`config.mk`:
```
export PLATFORM = sky130hd
export DESIGN_NAME = data_mem_bank
export DESIGN_NICKNAME = d
export VERILOG_FILES = /design/src/rtl/data_mem_bank.sv
export SDC_FILE = /design/constraint.sdc
export NUM_CORES = 1
export LEC_CHECK = 0
export BUFFER_PORTS_ARGS = -buffer_cell sky130_fd_sc_hd__buf_2
export CORE_MARGIN = 3
export CORE_UTILIZATION = 45
export DETAILED_ROUTE_END_ITERATION = 6
export HOLD_SLACK_MARGIN = 0.08
export SKIP_CTS_REPAIR_TIMING = 1
export SLEW_MARGIN = 15
export SYNTH_ARGS = -nofsm -noshare
export SYNTH_HDL_FRONTEND = slang
export SYNTH_SLANG_ARGS = --single-unit
export TNS_END_PERCENT = 5
```
`constraint.sdc`:
```
create_clock -name clk -period 2.85 [get_ports clk]
set_input_delay 0.1425 -clock clk [delete_from_list [all_inputs] [get_ports clk]]
set_output_delay 0.1425 -clock clk [all_outputs]
set_load 0.005 [all_outputs]
```
`src/rtl/data_mem_bank.sv`:
```
// Parametrised data memory: byte-enabled synchronous write, registered read with valid
// strobe, address range checking and a one-word-per-cycle hardware clear sequencer.
module data_mem_bank #(
  parameter int DW    = 16,
  parameter int DEPTH = 16,
  parameter int AW    = 5
) (
  input  logic            clk,
  input  logic            reset,
  input  logic            req,
  input  logic            wen,
  input  logic [AW-1:0]   addr,
  input  logic [DW-1:0]   wdata,
  input  logic [DW/8-1:0] be,
  input  logic            clr,
  output logic [DW-1:0]   rdata,
  output logic            rvalid,
  output logic            busy,
  output logic            addr_err
);

  localparam int            BW       = DW / 8;
  localparam int            IW       = (DEPTH > 1) ? $clog2(DEPTH) : 1;
  localparam logic [AW:0]   DEPTH_W  = (AW + 1)'(DEPTH);
  localparam logic [IW-1:0] LAST_PTR = IW'(DEPTH - 1);

  typedef enum logic {
    CLEAR = 1'b0,
    IDLE  = 1'b1
  } state_t;

  state_t        state, state_nxt;
  logic [IW-1:0] clr_ptr, ptr_nxt;
  logic          clr_we;
  logic          accept;
  logic          in_range;
  logic          wr_en;
  logic          rd_en;
  logic [IW-1:0] idx;

  logic [DW-1:0] mem [DEPTH];

  // Full-width compare so out-of-range addresses never alias onto a truncated index.
  assign in_range = ({1'b0, addr} < DEPTH_W);
  assign idx      = addr[IW-1:0];
  assign wr_en    = accept & wen & in_range;
  assign rd_en    = accept & ~wen;

  always_ff @(posedge clk or negedge reset) begin
    if (!reset) begin
      state   <= CLEAR;
      clr_ptr <= '0;
    end else begin
      state   <= state_nxt;
      clr_ptr <= ptr_nxt;
    end
  end

  always_comb begin
    state_nxt = state;
    ptr_nxt   = clr_ptr;
    clr_we    = 1'b0;
    accept    = 1'b0;
    unique case (state)
      CLEAR: begin
        clr_we = 1'b1;
        if (clr_ptr == LAST_PTR) begin
          state_nxt = IDLE;
          ptr_nxt   = '0;
        end else begin
          ptr_nxt = clr_ptr + 1'b1;
        end
      end
      IDLE: begin
        if (clr) begin
          state_nxt = CLEAR;
          ptr_nxt   = '0;
        end else begin
          accept = req;
        end
      end
      default: begin
        state_nxt = CLEAR;
        ptr_nxt   = '0;
      end
    endcase
  end

  // Array has no reset; the sweep is held off while reset is asserted so reset alone leaves it intact.
  always_ff @(posedge clk) begin
    if (clr_we && reset) begin
      mem[clr_ptr] <= '0;
    end else if (wr_en) begin
      for (int unsigned i = 0; i < BW; i++) begin
        if (be[i]) mem[idx][8*i +: 8] <= wdata[8*i +: 8];
      end
    end
  end

  always_ff @(posedge clk or negedge reset) begin
    if (!reset) begin
      busy     <= 1'b1;
      rvalid   <= 1'b0;
      rdata    <= '0;
      addr_err <= 1'b0;
    end else begin
      busy     <= (state_nxt == CLEAR);
      rvalid   <= rd_en;
      addr_err <= accept & ~in_range;
      if (rd_en) rdata <= in_range ? mem[idx] : '0;
    end
  end

endmodule

```
==> out/results.txt <==
Top_reg_cell synth = edfxtp_1
Pin count of the biggest net entering global routing = 42
EDFF count, synth = 256
Reg2Reg Launch Point = state
WL per Instance = 24.4 um
Max VDD drop = 409 uV
Final setup violation count = 0
First DRT Iteration DRCs = 630
IO Port Bufs = 46
Via count = 5,741
Period minus WS final = 2.61 ns
Core Footprint = 23,900 sq um
Total power draw = 9.77 mW
Vias in the first global route = 5,761
Critical path cell sequence = nand3b_1, nor3_2, buf_4, mux2i_1, nor2_1
GP Congestion = 0.808
Max Cap Violations = 0
Worst endpoint required time = 3.01 ns
Nets = 676
Fmax = 0.384 GHz
DP Wirelength = 15,800 um
Worst path bufs/invs = 1
Final period utilization = 91.4%
Clock buffer depth = 3
Synth area leaders = edfxtp_1 69%, mux4_2 9.3%, dfrtp_1 5.2%, mux4_1 4.3%, a22oi_1 2.2%
Reg clk slew, reported paths = 0.06 ns
Worst slew pin tran = 0.842 ns
Synth cell count leaders = 256 x edfxtp_1, 46 x mux4_2, 45 x nor2_1
Root Driver = clkbuf_16
Crit Path Class = flip-flop to flip-flop
Synth warn = 0
Skew-Pair Late Insertion Delay = 0.53 ns
CP Launch Point = state
Pwr dens = 759 nW/um^2
Total nets after synthesis = 585
Crit path DAT = 2.76 ns
First-pass GRT wire length = 36,600 um
Unique masters post-synth = 32
FFs w/ async S/R, synth = 8.57%
Max stage delay on crit path = 0.60 ns
Drt first pass iters = 5
Row count = 56
Area Overhead vs Synth = 15.8%
Residual DRC = 0
Yosys top cell by area = edfxtp_1
Die width = 163 um
Setup TNS = 0 ns
Leakage = 4.58 nW
Worst min-delay path category = primary input to flip-flop
Post-DRT Antenna Nets = 0
TritonCTS clock tree = yes
Post-Syn Area = 11,100 sq um
Crit end category = flip-flop
Share of cells above drive strength 1 = 28.3%
Yosys reg bits = 280
Count leader, synth = edfxtp_1
RSZ-0062 raised after global routing = false
Post-Route WL = 24,100 um
Grt total ovfl = 0
Hold wc startpoint = addr[4]
Status = finished, final reports clean
Ant diodes = 0
Total GRT Usage = 18.4%
Slew Limit Fails = 0
Vias per cell = 5.82
CP max stage cell = nor2_1
Relative slew slack = 43.6%
CP max FO = 12
H-Tree Depth = 1
Initial antenna violation count = 0
Clock buffer count from CTS = 27
Share of the synthesized area in the top cell type = 69.2%
Final count of hold timing violations = 0
Setup crit start kind = flip-flop
Register area share after synthesis = 74.6%
Die height = 163 um
Top delay family on crit path = simple AND/OR/NAND/NOR gates
Initial Utilization = 46.5%
Mapped Avg Cell Area = 20.0 sq um
Max Clock Skew = 0.0170 ns
Die area = 26,600 sq um
Syn Inst Count = 556
CTS sink cnt = 280
Number of I/O pins = 47
-- layer usage --
layer,global-route usage (%),share of wire [%]
met2,27.6,46
met3,2.76,6.5
met5,0,0
met1,28.7,46
met4,4.46,1.7
-- kinds of logic (layout without fill, tap and decap cells) --
family	count (synthesis)	count (layout)	share of synthesized area, %
flip-flops	280	280	74.6
multiplexers	87	87	15.8
AO/OA/AOI/OAI	67	67	4.01
adder cells (fa/ha/maj)	1	1	0.113
AND/OR/NAND/NOR	89	89	3.91
buffers and inverters	32	143	1.52
-- report_power, final --
part	total, mW	internal [mW]	switching, mW
clock network	3.62	2.18	1.44
logic	1.15	0.475	0.673
registers	5.00	4.85	0.153
-- cell usage in the layout (no fill, tap or decap), types with 2 or more instances in the layout --
master	instances
buf_2	45
dfrtp_1	23
clkbuf_16	27
nand2_1	5
nor3_1	2
mux4_2	46
a21oi_1	19
buf_12	3
bufinv_16	5
a21o_1	3
a41oi_1	2
o21ai_0	3
mux2i_1	7
dlygate4sd3_1	4
mux2_2	16
clkinv_2	4
inv_1	3
nor2_1	45
clkbuf_1	5
buf_4	39
mux4_1	18
a22oi_1	32
nor2b_1	9
a31oi_1	6
clkinv_1	7
edfxtp_1	256
and2_1	21
nand2b_1	2
-- state kept, by name, indices dropped and copies added (netlist names) --
register  count
rdata        16
mem         256
busy          1
state         1
clr_ptr       4
rvalid        1
addr_err      1
-- final cells by class --
cell class,instances,area (sq um)
inverter,3,11.3
timing repair buffer,91,618
clock buffer,32,694
multi-input combinational,244,2650
clock inverter,17,204
sequential,280,8290
tap,319,399
fill,1830,11000
-- stage by stage --
| step | hold WS [ns] | area, sq um | utilization, % | worst slack [ns] | std cells |
|---|---|---|---|---|---|
| after CTS | -0.317 | 12800 | 53.7 | 0.256 | 982 |
| after global placement | 0.239 | 11900 | 49.9 | 0.417 | 933 |
| after global routing | 0.155 | 12900 | 53.9 | 0.0965 | 986 |
| after detailed placement | 0.247 | 11900 | 49.9 | 0.296 | 933 |
| final | 0.173 | 12900 | 53.9 | 0.244 | 986 |
| after floorplan | -0.153 | 11100 | - | 0.867 | 556 |
-- final timing paths --
kind                             end  slack [ns]  cells past startpoint
setup reg to reg           mem[8][4]        0.24                      5
hold reg to reg            rdata[15]        0.50                      1
setup / recovery           mem[8][4]        0.24                      5
hold / removal              addr_err        0.17                      3
min in group asynchronous   rdata[3]        0.23                      3
max in group asynchronous       busy        2.30                      3
-- tightest hold or removal path, stage by stage --
cell and delay [ns]:
buf_2 0.11, buf_4 0.21, and3_1 0.18
Power figures use the tool's default switching activity.
